File: src/rtl/run_frame_arbiter.sv
// run_frame_arbiter: round-robin frame arbiter that shares one consecutive-ones
// run detector between two serial requesters, with per-requester saturating hit counters.
module run_frame_arbiter #(
  parameter int unsigned FRAME_LEN = 8,
  parameter int unsigned RUN_LEN   = 4,
  parameter int unsigned CNT_W     = 8
) (
  input  logic             clock,
  input  logic             resetn,
  input  logic [1:0]       req,
  input  logic             bit_in0,
  input  logic             bit_in1,
  output logic [1:0]       gnt,
  output logic             busy,
  output logic             done,
  output logic             hit,
  output logic             hit_id,
  output logic [CNT_W-1:0] hit_cnt0,
  output logic [CNT_W-1:0] hit_cnt1,
  output logic [2:0]       run_state
);

  localparam int unsigned SMP_W = 8;
  localparam int unsigned RUN_W = 3;

  localparam logic [SMP_W-1:0] LAST_SMP = SMP_W'(FRAME_LEN - 1);
  localparam logic [RUN_W-1:0] RUN_MAX  = RUN_W'(RUN_LEN);
  localparam logic [RUN_W-1:0] RUN_PRE  = RUN_W'(RUN_LEN - 1);
  localparam logic [CNT_W-1:0] CNT_MAX  = '1;
  localparam logic [CNT_W-1:0] CNT_ONE  = CNT_W'(1);

  typedef enum logic [1:0] {
    IDLE = 2'd0,
    RUN  = 2'd1,
    DONE = 2'd2
  } state_t;

  state_t           state, state_nx;
  logic [SMP_W-1:0] smp_cnt, smp_cnt_nx;
  logic             last, last_nx;
  logic [1:0]       gnt_nx;
  logic             busy_nx, done_nx, hit_nx, hit_id_nx;
  logic [CNT_W-1:0] hit_cnt0_nx, hit_cnt1_nx;
  logic [RUN_W-1:0] run_nx;
  logic             win;
  logic             bit_s;

  // State and registered outputs; last starts at 1 so requester 0 wins the first tie
  always_ff @(posedge clock or negedge resetn) begin
    if (!resetn) begin
      state     <= IDLE;
      smp_cnt   <= '0;
      last      <= 1'b1;
      gnt       <= 2'b00;
      busy      <= 1'b0;
      done      <= 1'b0;
      hit       <= 1'b0;
      hit_id    <= 1'b0;
      hit_cnt0  <= '0;
      hit_cnt1  <= '0;
      run_state <= '0;
    end else begin
      state     <= state_nx;
      smp_cnt   <= smp_cnt_nx;
      last      <= last_nx;
      gnt       <= gnt_nx;
      busy      <= busy_nx;
      done      <= done_nx;
      hit       <= hit_nx;
      hit_id    <= hit_id_nx;
      hit_cnt0  <= hit_cnt0_nx;
      hit_cnt1  <= hit_cnt1_nx;
      run_state <= run_nx;
    end
  end

  // Next-state, arbitration, run tracking and hit/counter update
  always_comb begin
    state_nx    = state;
    smp_cnt_nx  = smp_cnt;
    last_nx     = last;
    gnt_nx      = gnt;
    hit_nx      = 1'b0;
    hit_id_nx   = hit_id;
    hit_cnt0_nx = hit_cnt0;
    hit_cnt1_nx = hit_cnt1;
    run_nx      = run_state;
    win         = 1'b0;
    bit_s       = 1'b0;

    case (state)
      IDLE: begin
        if (req != 2'b00) begin
          win        = (req == 2'b11) ? ~last : req[1];
          gnt_nx     = win ? 2'b10 : 2'b01;
          smp_cnt_nx = '0;
          run_nx     = '0;
          state_nx   = RUN;
        end
      end
      RUN: begin
        bit_s      = gnt[1] ? bit_in1 : bit_in0;
        smp_cnt_nx = smp_cnt + SMP_W'(1);
        if (!bit_s) begin
          run_nx = '0;
        end else if (run_state < RUN_MAX) begin
          run_nx = run_state + RUN_W'(1);
        end
        // Hit only on the transition into saturation, so a long run fires once
        if (bit_s && (run_state == RUN_PRE)) begin
          hit_nx    = 1'b1;
          hit_id_nx = gnt[1];
          if (gnt[1]) begin
            if (hit_cnt1 != CNT_MAX) hit_cnt1_nx = hit_cnt1 + CNT_ONE;
          end else begin
            if (hit_cnt0 != CNT_MAX) hit_cnt0_nx = hit_cnt0 + CNT_ONE;
          end
        end
        if (smp_cnt == LAST_SMP) begin
          state_nx = DONE;
          gnt_nx   = 2'b00;
          last_nx  = gnt[1];
        end
      end
      DONE: begin
        state_nx = IDLE;
      end
      default: begin
        state_nx = IDLE;
        gnt_nx   = 2'b00;
      end
    endcase

    busy_nx = (state_nx != IDLE);
    done_nx = (state_nx == DONE);
  end

endmodule
File: config.mk
export PLATFORM = sky130hd
export DESIGN_NAME = run_frame_arbiter
export DESIGN_NICKNAME = d
export VERILOG_FILES = /design/src/rtl/run_frame_arbiter.sv
export SDC_FILE = /design/constraint.sdc
export NUM_CORES = 1
export LEC_CHECK = 0
export CAP_MARGIN = 20
export CORE_AREA = 2 2 61 63
export CTS_CLUSTER_DIAMETER = 200
export DETAILED_ROUTE_END_ITERATION = 10
export DIE_AREA = 0 0 63 65
export GPL_TIMING_DRIVEN = 0
export PLACE_DENSITY = 0.85
export SYNTH_ARGS = -nofsm -noshare
export SYNTH_HDL_FRONTEND = slang
export SYNTH_SLANG_ARGS = --single-unit
File: constraint.sdc
create_clock -name clock -period 3.15 [get_ports clock]
set_input_delay 0.63 -clock clock [delete_from_list [all_inputs] [get_ports clock]]
set_output_delay 0.63 -clock clock [all_outputs]
set_load 0.005 [all_outputs]
==> flow_metrics.env, run 1 <==
export IMPL_run_status="complete, no violations"
export IMPL_max_clock_freq_ghz=0.484
export IMPL_power_density_cell_area_nw_per_um2=649
export IMPL_synth_sequential_area_ratio_pct=50.2
export IMPL_initial_utilization_pct=51.4
export IMPL_hp_class="input pin to asynchronous set/reset pin"
export IMPL_synth_cell_type_count=49
export IMPL_synthesis_area_per_instance_um2=10.7
export IMPL_synth_enable_flop_cells=0
export IMPL_finalWeightedCongestion=0.838
export IMPL_crit_path_start_kind="flip-flop"
export IMPL_dpl_cell_count=246
export IMPL_vias_per_cell=5.58
export IMPL_num_rows=22
export IMPL_report_final_setup_viol=0
export IMPL_synthesis_yosys_warnings=0
export IMPL_rsz0062_at_grt="no"
export IMPL_dp_hpwl_mm=2.53
export IMPL_detailroute_via_count=1417
export IMPL_grt_first_pass_wirelength_mm=6.14
export IMPL_grt_antenna_before_repair=0
export IMPL_aggregate_global_routing_overflow=0
export IMPL_num_nets_final=216
export IMPL_setup_total_negative_slack_ps=0
export IMPL_slew_headroom_pct=47.8
export IMPL_root_buffer_cell="sky130_fd_sc_hd__clkbuf_4"
export IMPL_wirelength_mm=3.44
export IMPL_critical_path_slowest_cell="sky130_fd_sc_hd__clkdlybuf4s50_1"
export IMPL_drive_gt1_share_pct=11.2
export IMPL_final_critical_path_required_period_ps=2060
export IMPL_leakage_power_total_nw=0.952
export IMPL_pin_count_of_the_biggest_net_entering_global_routing=37
export IMPL_cts_buffers=5
export IMPL_grt_pass1_vias=1396
export IMPL_antennaDiodeCount=0
export IMPL_floorplan_io_pins=31
export IMPL_synth_top_flop_cell="sky130_fd_sc_hd__dfrtp_1"
export IMPL_timing_critical_path_to_type="output port"
export IMPL_remaining_drc_errors=0
export IMPL_drtAntennaViolNets=0
export IMPL_synth_cells=168
export IMPL_criticalPathCategory="flip-flop to output port"
export IMPL_cts_resized=0
export IMPL_report_final_hold_viol_count=0
export IMPL_path_delay_family="buffers and inverters"
export IMPL_initial_drc_count=122
export IMPL_finClkSkew_ps=17.8
export IMPL_final_max_slew_viol_count=0
export IMPL_ys_ff_latch=36
export IMPL_cts_hold_fix_buffers=0
export IMPL_cp_max_fo=9
export IMPL_final_period_utilization_pct=65.5
export IMPL_clock_transition_at_path_regs_ps=120
export IMPL_synth_async_sr_flop_share_pct=100
export IMPL_fin_hold_ws_ps=339
export IMPL_layout_cells_excl_fill=254
export IMPL_post_drt_wl_per_cell_um=13.5
export IMPL_crit_required_ps=2520
export IMPL_area_growth_synth_to_final_pct=24.2
export IMPL_post_cts_buffers=0
export IMPL_buffer_ports_inserted=30
export IMPL_worst_endpoint_arrival_ps=1430
export IMPL_clockBufferDepth=2
export IMPL_ir_worst_vdd_mv=0.349
export IMPL_detailedRoute_firstPassIterationCount=4
export IMPL_die_width_um=63
export IMPL_max_cap_violations=0
export IMPL_latest_clock_arrival_within_the_worst_skew_pair_ps=350
export IMPL_numClockSinks=36
export IMPL_tritoncts="yes"
export IMPL_critical_path_cell_chain="clkdlybuf4s50_1"
export IMPL_tightest_slew_ps=783
export IMPL_syn_nets=179
export IMPL_design_die_area_um2=4100
export IMPL_die_height_um=65
export IMPL_path_buf_inv=1
export IMPL_grtUsageTotal_pct=19.4
export IMPL_cp_slowest_stage_delay_ps=560
export IMPL_synthesis_area_um2=1800
export IMPL_cts_htree_levels=2
export IMPL_core_area_um2=3500
power breakdown:
part           internal, mW  total, mW  switching, mW
Sequential            0.559      0.660          0.102
Combinational         0.255      0.465          0.210
Clock                 0.165      0.325          0.160
routing by layer:
metal  routed length (um)  up-vias  track usage, %
met5                    0        -               0
met4                   60        0            7.78
met3                  129        6            5.90
met2                 1750       30            33.2
met1                 1510      696            22.8
li1                     -      685               -
synthesized netlist by cell type, types with 2 or more instances:
cell type                  instances  area (um^2)
sky130_fd_sc_hd__dfrtp_1          35          876
sky130_fd_sc_hd__nand2_1          18         67.6
sky130_fd_sc_hd__nor2_1           11         41.3
sky130_fd_sc_hd__a21oi_1           9         45.0
sky130_fd_sc_hd__nand3_1           9         45.0
sky130_fd_sc_hd__mux2_1            8         90.1
sky130_fd_sc_hd__xnor2_1           6         52.6
sky130_fd_sc_hd__ha_1              5         62.6
sky130_fd_sc_hd__nand4_1           5         31.3
sky130_fd_sc_hd__nor3_1            5         25.0
sky130_fd_sc_hd__and3_1            4         25.0
sky130_fd_sc_hd__nand2b_1          4         25.0
sky130_fd_sc_hd__o21a_1            3         22.5
sky130_fd_sc_hd__a22o_1            2         17.5
sky130_fd_sc_hd__a31oi_1           2         12.5
sky130_fd_sc_hd__and4_1            2         17.5
sky130_fd_sc_hd__clkbuf_1          2         7.51
sky130_fd_sc_hd__inv_1             2         7.51
sky130_fd_sc_hd__nor2b_1           2         12.5
sky130_fd_sc_hd__nor3_2            2         20.0
sky130_fd_sc_hd__nor4_1            2         12.5
sky130_fd_sc_hd__o21ai_1           2         10.0
sky130_fd_sc_hd__or2_1             2         12.5
logic make-up after synthesis:
group                    count (synthesis)  synth area share, %
flip-flops                              36                 50.2
AND/OR/NAND/NOR                         78                 25.2
AO/OA/AOI/OAI                           26                 9.81
multiplexers                            10                 6.47
buffers and inverters                    6                 1.46
XOR/XNOR                                 7                 3.41
adder cells (fa/ha/maj)                  5                 3.48
final cells by class:
cell class,instances,area (um^2)
Tap cell,48,60.1
Clock buffer,5,37.5
Buffer,3,15.0
Clock inverter,3,42.5
Timing Repair Buffer,30,295
Multi-Input combinational cell,126,870
Fill cell,300,1260
Inverter,3,11.3
Sequential cell,36,902
path summary, 6_finish.rpt:
check	start	endpoint	slack [ps]	depth (start not counted)
max in group asynchronous	resetn	hit_id	2290	1
worst min-delay path	resetn	hit_cnt0[6]	340	1
worst max-delay path	gnt[1]	gnt[1]	1090	1
min in group clock	smp_cnt[0]	smp_cnt[0]	530	1
worst max register to register	run_state[0]	hit_cnt0[4]	1340	6
worst min register to register	smp_cnt[0]	smp_cnt[0]	530	1
per-stage QoR:
step	utilization [%]	power, mW	area, um^2	worst slack, ps
2_1_floorplan	-	0.941	1800	1420
3_3_place_gp	61.7	1.11	2160	664
3_5_place_dp	61.6	1.13	2150	1000
4_1_cts	63.9	1.46	2230	1060
5_1_grt	63.9	1.55	2230	1000
6_report	63.9	1.45	2230	1090
sequential cells by signal, indices dropped and copies added, names as in the netlist:
name       cells
hit_id         1
hit            1
gnt            2
busy           1
smp_cnt        8
run_state      3
hit_cnt0       8
hit_cnt1       8
state          2
last           1
done           1
layout by cell type (no fill, tap or decap), types with 5 or more instances in the layout:
master                             n
sky130_fd_sc_hd__a21oi_1           9
sky130_fd_sc_hd__nand3_1           9
sky130_fd_sc_hd__ha_1              5
sky130_fd_sc_hd__mux2_1            8
sky130_fd_sc_hd__xnor2_1           6
sky130_fd_sc_hd__nand2_1          18
sky130_fd_sc_hd__nor3_1            5
sky130_fd_sc_hd__clkbuf_4          5
sky130_fd_sc_hd__nor2_1           11
sky130_fd_sc_hd__nand4_1           5
sky130_fd_sc_hd__dfrtp_1          35
sky130_fd_sc_hd__clkdlybuf4s50_1  29
Note: power is estimated with default switching activity, not from simulation.
==> inputs of run 2 (changes only) <==
CORE_AREA = 2 2 65 67   (was 2 2 61 63)
DIE_AREA = 0 0 67 69   (was 0 0 63 65)
PLACE_DENSITY = 0.8   (was 0.85)
clock period = 1.65 ns   (was 3.15 ns; I/O delays follow)
==> run 2 against run 1 <==
  * Core utilization down 1.1 points
  * Sequential cell count unchanged
  * Sequential share of layout area down 3.5 points
  * Critical path depth up 5
  * Wire length up 18%
  * Non-clock buffer count up 9
==> flow_metrics.env, run 2 (synthesized netlist as in run 1, its figures left out) <==
export IMPL_mostFrequentLayoutCell="sky130_fd_sc_hd__dfrtp_1"
export IMPL_numClockSinks=36
export IMPL_drtAntennaViolNets=0
export IMPL_latest_clock_arrival_within_the_worst_skew_pair_ps=290
export IMPL_grt_pass1_vias=1455
export IMPL_met2RoutedLength_mm=2.06
export IMPL_die_width_um=67
export IMPL_wirelength_mm=4.07
export IMPL_grt_antenna_before_repair=0
export IMPL_grt_first_pass_wirelength_mm=6.63
export IMPL_rsz0062_at_grt="yes"
export IMPL_aggregate_global_routing_overflow=0
export IMPL_cts_hold_fix_buffers=0
export IMPL_dp_hpwl_mm=2.56
export IMPL_report_final_hold_viol_count=0
export IMPL_num_rows=23
export IMPL_antennaDiodeCount=0
export IMPL_buffer_ports_inserted=30
export IMPL_pin_count_of_the_biggest_net_entering_global_routing=37
export IMPL_wl_met1_mm=1.69
export IMPL_critical_path_cell_chain="ha_2 -> ha_4 -> nand3b_4 -> nor3_4 -> nand3_1 -> mux2_4"
export IMPL_core_area_um2=3910
export IMPL_final_critical_path_required_period_ps=1650
export IMPL_leakage_power_total_nw=1.08
export IMPL_drive_gt1_share_pct=25.1
export IMPL_criticalPathCategory="flip-flop to flip-flop"
export IMPL_power_mw=3.08
export IMPL_ir_worst_vdd_mv=0.715
export IMPL_num_nets_final=225
export IMPL_fin_hold_ws_ps=119
export IMPL_crit_required_ps=1830
export IMPL_root_buffer_cell="sky130_fd_sc_hd__clkbuf_8"
export IMPL_die_height_um=69
export IMPL_final_max_slew_viol_count=0
export IMPL_critical_path_slowest_cell="sky130_fd_sc_hd__dfrtp_1"
export IMPL_run_status="complete, no violations"
export IMPL_dpl_cell_count=248
export IMPL_cp_max_fo=5
export IMPL_grtUsageTotal_pct=18.9
export IMPL_vias_per_cell=5.58
export IMPL_clock_transition_at_path_regs_ps=80
export IMPL_reg2reg_setup_slack_ps=1
export IMPL_floorplan_io_pins=31
export IMPL_design_die_area_um2=4620
export IMPL_initial_drc_count=80
export IMPL_finalWeightedCongestion=0.822
export IMPL_layout_common_cells="31 x sky130_fd_sc_hd__dfrtp_1, 27 x sky130_fd_sc_hd__clkdlybuf4s50_1, 18 x sky130_fd_sc_hd__nand2_1, 10 x sky130_fd_sc_hd__nor2_1, 9 x sky130_fd_sc_hd__a21oi_1"
export IMPL_crit_path_start_kind="flip-flop"
export IMPL_tritoncts="yes"
export IMPL_tightest_slew_ps=788
export IMPL_finClkSkew_ps=8.57
export IMPL_detailroute_via_count=1480
export IMPL_layout_cells_excl_fill=265
export IMPL_setup_total_negative_slack_ps=0
export IMPL_slew_headroom_pct=47.5
export IMPL_hp_class="input pin to asynchronous set/reset pin"
export IMPL_max_clock_freq_ghz=0.606
export IMPL_initial_utilization_pct=45.9
export IMPL_final_period_utilization_pct=99.9
export IMPL_timing_critical_path_to_type="flip-flop"
export IMPL_report_final_setup_viol=0
export IMPL_layout_top_registers="hit_cnt0 (8), hit_cnt1 (8), smp_cnt (8)"
export IMPL_cp_slowest_stage_delay_ps=380
export IMPL_remaining_drc_errors=0
export IMPL_detailedRoute_firstPassIterationCount=4
export IMPL_top_layer_used="met4"
export IMPL_worst_endpoint_arrival_ps=1830
export IMPL_cts_buffers=5
export IMPL_clockBufferDepth=2
export IMPL_area_growth_synth_to_final_pct=36.7
export IMPL_cts_htree_levels=2
export IMPL_detailroute_wirelength_met3_um=191
export IMPL_max_cap_violations=0
export IMPL_power_density_cell_area_nw_per_um2=1250
export IMPL_post_drt_wl_per_cell_um=15.4
## run 2: what timing repair did
action | CTS | global route
setup buffers | 6 | 3
endpoints found under the hold margin | 0 | 0
setup endpoints to repair | 10 | 20
pin swaps | 4 | 3
resized for setup | 8 | 23
## run 2: path summary, 6_finish.rpt
kind,cells after the start,from,endpoint
worst max-delay path,6,run_state[1],hit_cnt0[5]
worst min-delay path,1,resetn,hit_cnt0[6]
worst max register to register,6,run_state[1],hit_cnt0[5]
worst min register to register,1,hit_cnt1[0],hit_cnt1[0]
max in group asynchronous,1,resetn,run_state[2]
min in group clock,1,hit_cnt1[0],hit_cnt1[0]
## run 2: per-layer routing
layer	track usage, %	up-vias
met5	0	-
met4	9.98	0
met3	5.55	14
met2	29.5	43
met1	23.0	717
li1	-	706
## run 2: critical path: cells and delay by family, from the launching register on
kind / cells / cell delay [ps]
flip-flops: 1 / 380
AND/OR/NAND/NOR: 3 / 500
adder cells (fa/ha/maj): 2 / 360
multiplexers: 1 / 310
## run 2: final cells by class
class | instances | area, um^2
clock buffer | 6 | 72.6
tap | 50 | 62.6
buffer | 3 | 17.5
timing repair buffer | 39 | 375
multi-input combinational | 126 | 976
sequential | 36 | 907
clock inverter | 2 | 35.0
inverter | 3 | 11.3
fill | 320 | 1460
## run 2: power by group
group          internal [mW]  leakage (nW)  switching (mW)
combinational          0.579         0.551           0.474
clock                  0.448        0.0552           0.316
sequential              1.07         0.470           0.194
## run 2: per-stage QoR
| stage | cell area, um^2 | setup slack, ps | utilization, % |
|---|---|---|---|
| final | 2460 | 1.19 | 62.8 |
| after floorplan | 1810 | 1.35 | - |
| after detailed placement | 2170 | -208 | 55.4 |
| after global placement | 2170 | -519 | 55.6 |
| after global routing | 2460 | -80.0 | 62.8 |
| after CTS | 2360 | -7.74 | 60.2 |
